### src/rtl/fetch_pc_unit_pkg.sv
// Shared CPU definitions: next-PC select encoding, halt opcode and instruction
// field positions used by the fetch stage, controlUnit and the ALU stage.
package fetch_pc_unit_pkg;

  localparam logic [1:0] PCSRC_SEQ = 2'b00;
  localparam logic [1:0] PCSRC_BR  = 2'b01;
  localparam logic [1:0] PCSRC_REG = 2'b10;
  localparam logic [1:0] PCSRC_J   = 2'b11;

  localparam logic [5:0] OP_HALT = 6'b111111;

  localparam int OP_HI   = 31;
  localparam int OP_LO   = 26;
  localparam int RS_HI   = 25;
  localparam int RS_LO   = 21;
  localparam int RT_HI   = 20;
  localparam int RT_LO   = 16;
  localparam int RD_HI   = 15;
  localparam int RD_LO   = 11;
  localparam int IMM_HI  = 15;
  localparam int IMM_LO  = 0;
  localparam int JIDX_HI = 25;
  localparam int JIDX_LO = 0;

  function automatic logic [31:0] sext16(input logic [15:0] v);
    return {{16{v[15]}}, v};
  endfunction

  function automatic logic [31:0] zext16(input logic [15:0] v);
    return {16'h0000, v};
  endfunction

endpackage

### src/rtl/fetch_pc_unit_next_pc_mux.sv
// Combinational next-PC selection: sequential, branch, register and jump
// targets, with RESET_PC forced until the first PC write after reset.
module next_pc_mux
  import fetch_pc_unit_pkg::*;
#(
  parameter logic [31:0] RESET_PC = 32'h0000_0000
) (
  input  logic        i_started,
  input  logic [1:0]  i_pcsrc,
  input  logic [31:0] i_pc,
  input  logic [15:0] i_imm,
  input  logic [25:0] i_jidx,
  input  logic [31:0] i_rs_data,
  output logic [31:0] o_next_pc
);

  logic [31:0] w_pc4;
  logic [31:0] w_br_tgt;
  logic [31:0] w_reg_tgt;
  logic [31:0] w_j_tgt;

  assign w_pc4     = i_pc + 32'd4;
  // Branch offsets are always signed, whatever ExtSel says for the ALU path.
  assign w_br_tgt  = w_pc4 + (sext16(i_imm) << 2);
  assign w_reg_tgt = i_rs_data & 32'hFFFF_FFFC;
  assign w_j_tgt   = {w_pc4[31:28], i_jidx, 2'b00};

  always_comb begin
    o_next_pc = w_pc4;
    if (!i_started) begin
      o_next_pc = RESET_PC;
    end else begin
      case (i_pcsrc)
        PCSRC_SEQ: o_next_pc = w_pc4;
        PCSRC_BR:  o_next_pc = w_br_tgt;
        PCSRC_REG: o_next_pc = w_reg_tgt;
        PCSRC_J:   o_next_pc = w_j_tgt;
        default:   o_next_pc = w_pc4;
      endcase
    end
  end

endmodule

### src/rtl/fetch_pc_unit.sv
// Instruction-fetch front end: PC and IR registers, next-PC generation,
// instruction field decode, sticky halt and a saturating fetch counter.
module fetch_pc_unit
  import fetch_pc_unit_pkg::*;
#(
  parameter logic [31:0] RESET_PC = 32'h0000_0000,
  parameter logic [5:0]  HALT_OP  = OP_HALT
) (
  input  logic        clk,
  input  logic        Reset,
  input  logic        PCWre,
  input  logic        IRWre,
  input  logic [1:0]  PCSrc,
  input  logic [31:0] rs_data,
  input  logic        ExtSel,
  output logic [31:0] imem_addr,
  input  logic [31:0] imem_rdata,
  output logic [31:0] pc,
  output logic [31:0] next_pc,
  output logic [5:0]  opcode,
  output logic [4:0]  rs,
  output logic [4:0]  rt,
  output logic [4:0]  rd,
  output logic [31:0] imm_ext,
  output logic        halted,
  output logic [31:0] fetch_count
);

  logic [31:0] r_pc;
  logic [31:0] r_ir;
  logic        r_started;
  logic        r_halted;
  logic [31:0] r_fetch_count;

  logic [31:0] w_next_pc;
  logic [5:0]  w_opcode;
  logic [15:0] w_imm;
  logic        w_pc_we;
  logic        w_ir_we;

  assign w_opcode = r_ir[OP_HI:OP_LO];
  assign w_imm    = r_ir[IMM_HI:IMM_LO];
  assign w_pc_we  = PCWre && !r_halted;
  assign w_ir_we  = IRWre && !r_halted;

  next_pc_mux #(
    .RESET_PC (RESET_PC)
  ) u_next_pc_mux (
    .i_started (r_started),
    .i_pcsrc   (PCSrc),
    .i_pc      (r_pc),
    .i_imm     (w_imm),
    .i_jidx    (r_ir[JIDX_HI:JIDX_LO]),
    .i_rs_data (rs_data),
    .o_next_pc (w_next_pc)
  );

  always_ff @(posedge clk or negedge Reset) begin
    if (!Reset) begin
      r_pc      <= 32'h0000_0000;
      r_started <= 1'b0;
    end else if (w_pc_we) begin
      r_pc      <= w_next_pc;
      r_started <= 1'b1;
    end
  end

  // imem reads next_pc, so a paired PCWre/IRWre keeps pc naming the IR's address.
  always_ff @(posedge clk or negedge Reset) begin
    if (!Reset) begin
      r_ir          <= 32'h0000_0000;
      r_fetch_count <= 32'h0000_0000;
    end else if (w_ir_we) begin
      r_ir <= imem_rdata;
      if (r_fetch_count != 32'hFFFF_FFFF) begin
        r_fetch_count <= r_fetch_count + 32'd1;
      end
    end
  end

  always_ff @(posedge clk or negedge Reset) begin
    if (!Reset) begin
      r_halted <= 1'b0;
    end else if (r_started && (w_opcode == HALT_OP)) begin
      r_halted <= 1'b1;
    end
  end

  assign imem_addr   = w_next_pc;
  assign next_pc     = w_next_pc;
  assign pc          = r_pc;
  assign opcode      = w_opcode;
  assign rs          = r_ir[RS_HI:RS_LO];
  assign rt          = r_ir[RT_HI:RT_LO];
  assign rd          = r_ir[RD_HI:RD_LO];
  assign imm_ext     = ExtSel ? sext16(w_imm) : zext16(w_imm);
  assign halted      = r_halted;
  assign fetch_count = r_fetch_count;

endmodule
### config.mk
export PLATFORM = sky130hd
export DESIGN_NAME = fetch_pc_unit
export DESIGN_NICKNAME = d
export VERILOG_FILES = /design/src/rtl/fetch_pc_unit_pkg.sv /design/src/rtl/fetch_pc_unit_next_pc_mux.sv /design/src/rtl/fetch_pc_unit.sv
export SDC_FILE = /design/constraint.sdc
export NUM_CORES = 1
export LEC_CHECK = 0
export BUFFER_PORTS_ARGS = -buffer_cell sky130_fd_sc_hd__buf_2
export CELL_PAD_IN_SITES_DETAIL_PLACEMENT = 2
export CELL_PAD_IN_SITES_GLOBAL_PLACEMENT = 2
export CORE_UTILIZATION = 25
export CTS_CLUSTER_SIZE = 25
export DETAILED_ROUTE_END_ITERATION = 6
export PLACE_DENSITY = 0.71
export SLEW_MARGIN = 5
export SYNTH_ARGS = -nofsm -noshare
export SYNTH_HDL_FRONTEND = slang
export SYNTH_SLANG_ARGS = --single-unit
### constraint.sdc
create_clock -name clk -period 8.2 [get_ports clk]
set_input_delay 0.41 -clock clk [delete_from_list [all_inputs] [get_ports clk]]
set_output_delay 0.41 -clock clk [all_outputs]
set_load 0.05 [all_outputs]
==> metrics.yaml <==
status:
  status: "complete, no violations"
placed_design:
  detailed_place_hpwl_um: 21600
  gp_congestion: 0.838
  portBuffers: 250
  place_ws_ns: 3.21
worst_setup_path:
  r2r-end: "pc[31]$_DFFE_PN0P_"
  endpoint: "next_pc[31]"
  critPathRequiredTime_ns: 7.79
  r2r_slack_ns: 3.93
  crit_start: "pc[4]$_DFFE_PN0P_"
  crit_arrival_ns: 4.98
  crit_chain: "nand4_1, nor2_1, nand3_1, nor3_1, xor2_1, ha_1, o21ai_0, o21bai_1, a211oi_1, o21ai_0, o41ai_1, a2111o_1, o21ai_1, buf_2"
  r2r_start: "pc[4]$_DFFE_PN0P_"
  cp_common_cell: "o21ai_0"
  crit_buf_inv: 1
  critical_path.slowest_cell: "nor2_1"
  end_kind: "primary output"
  critPathKind: "flip-flop to primary output"
  critPathLaunchType: "flip-flop"
  path_max_fanout: 8
  max_stage_delay_ns: 0.67
  crit_family: "compound AO/OA/AOI/OAI gates"
  worst_r2r_path_depth: 13
  critical_path_depth: 14
drt:
  wl_um: 28600
  dr.pass1.iters: 4
  ant_nets: 0
  drc_errors: 0
  wire_per_inst_um: 20.6
  num_vias: 6955
  drt-initial-drc-count: 260
  via_per_inst: 5.02
timing:
  clock_skew_ns: 0.0223
  hold_viol_final: 0
  maxSlewHeadroom: 0.331
  worst_pin_slew_ns: 1.00
  finalSetupTns_ns: 0
  rsz0062_at_grt: "no"
  period_needed_ns: 5.39
  min_period_over_period: 0.657
  setup_ws_ns: 2.81
  fmax_ghz: 0.186
  holdWs_ns: 0.0465
  setup-violations-final: 0
  final-max-slew-violation-count: 0
global_route:
  grt_pass1_wl_um: 44700
  grt_pass1_vias: 7617
  grt_util_met2: 0.326
  grt_util_met1: 0.242
  grt_usage: 0.187
  antenna_found_initial: 1
  met3_usage: 0.0301
  overflow: 0
  top_usage_layer: "met2"
  grt_max_degree: 55
synthesis:
  yosysMostFrequentCell: "dfrtp_1"
  synthTopCellsByCount: "98 x dfrtp_1, 82 x nand2_1, 54 x buf_4"
  netlist_area_mm2: 0.00756
  yosysSeqAreaShare: 0.324
  synthDistinctLibCells: 74
  synth_simple_gate_area_share: 0.169
  synthXorXnorAreaFrac: 0.0892
  synth-main-ff-cell: "dfrtp_1"
  synth_fp_nets: 916
  synth_compound_area_frac: 0.148
  synth_seq_cells: 98
  synth_top_area_frac: 0.324
  syn_avg_cell_area_um2: 9.36
  synth.area.top_cells: "dfrtp_1 32%, mux2_2 7.6%, xnor2_1 6.1%"
  netlist_instances: 808
  synth.area.mux_share: 0.127
  synth_fa_ha_area_frac: 0.0622
  yosysTopAreaCell: "dfrtp_1"
  synth_top_family_by_area: "simple AND/OR/NAND/NOR gates"
  yosysWarnings: 0
  synth_edf_count: 0
  async_flop_share: 1.00
floorplanning:
  dieWidth_um: 176
  start_util: 0.254
  coreArea_mm2: 0.0297
  fp-row-count: 63
  num_io_pins: 253
  die_area_mm2: 0.0309
  die_y_um: 176
finish:
  drive_gt1_frac: 0.351
  finalNetCount: 1098
  synthToLayoutAreaGrowth_pct: 21.0
clock_tree:
  clockRootBuffer: "clkbuf_16"
  cts_made_buffers: 9
  cts_max_path_buffers: 2
  cts_setup_buffers: 0
  clk_latency_ns: 0.38
  clk_pin_slew_ns: 0.09
  hold_buffers: 0
  cts_tree: "done"
  cts_resized: 0
  h-tree-depth: 3
  cts.sinks: 98
flow_run:
  drv_cap: 0
hold_path:
  hp-class: "input port to async pin"
-- cell usage in the layout, fill, tap and decap left out, drive strengths merged, types with 5 or more instances in the layout --
cell type / netlist / routed
a21o: 15 / 15
o21ai: 25 / 25
mux2: 51 / 51
a31oi: 7 / 7
nand3: 34 / 34
dfrtp: 98 / 98
buf: 62 / 258
nand2: 82 / 82
a22o: 5 / 5
and3: 13 / 13
inv: 18 / 21
a21oi: 40 / 40
o31ai: 10 / 10
and2: 17 / 17
a211oi: 8 / 8
nor3: 10 / 10
nand4: 26 / 26
o21a: 6 / 6
xnor2: 53 / 53
o211a: 5 / 5
ha: 36 / 36
mux2i: 18 / 18
nor2: 43 / 43
xor2: 24 / 24
and4: 12 / 12
o21bai: 5 / 5
clkbuf: 25 / 9
mux4: 9 / 9
-- cells by family (layout without fill, tap and decap cells) --
logic type,after synthesis,count (layout)
xor+xnor,77,77
buf+inv,105,292
fa+ha+maj,37,37
other cells,0,1
mux,78,78
simple gates,254,254
compound gates,159,159
flops,98,98
-- cell type report --
class | instances | area [µm²]
timing repair buffer | 258 | 1310
clock buffer | 9 | 225
clock inverter | 7 | 93.8
antenna | 1 | 2.50
sequential | 98 | 2450
multi-input combinational | 605 | 4500
tap | 390 | 488
inverter | 18 | 67.6
fill | 3419 | 20600
-- flip-flops by register name (all words and copies together), names as in the netlist --
name         flops
fetch_count     32
pc              32
r_ir            32
halted           1
r_started        1
-- stage by stage --
stage	instances	utilization	cell area (µm²)
after global routing	1385	0.308	9150
after CTS	1385	0.308	9150
after floorplan	808	-	7560
after detailed placement	1369	0.297	8830
after global placement	1369	0.297	8830
final	1386	0.308	9150
-- how the worst min path moves through the flow --
stage | start | endpoint | cells after the start
floorplan | Reset | fetch_count[0]$_DFFE_PN0P_ | 0
global placement | Reset | fetch_count[14]$_DFFE_PN0P_ | 1
detailed placement | fetch_count[9]$_DFFE_PN0P_ | fetch_count[9]$_DFFE_PN0P_ | 1
CTS | Reset | fetch_count[9]$_DFFE_PN0P_ | 1
global route | Reset | fetch_count[7]$_DFFE_PN0P_ | 1
finish | Reset | fetch_count[9]$_DFFE_PN0P_ | 1
-- layer usage --
| layer | routed length [µm] | share of wire |
|---|---|---|
| met5 | 0 | 0 |
| met4 | 348 | 0.012 |
| met3 | 1250 | 0.044 |
| met2 | 14100 | 0.49 |
| met1 | 12900 | 0.45 |
Power is left out: the tool's default activity adds up to more than one toggle a clock period on the data nets, which glitch-free logic cannot reach.
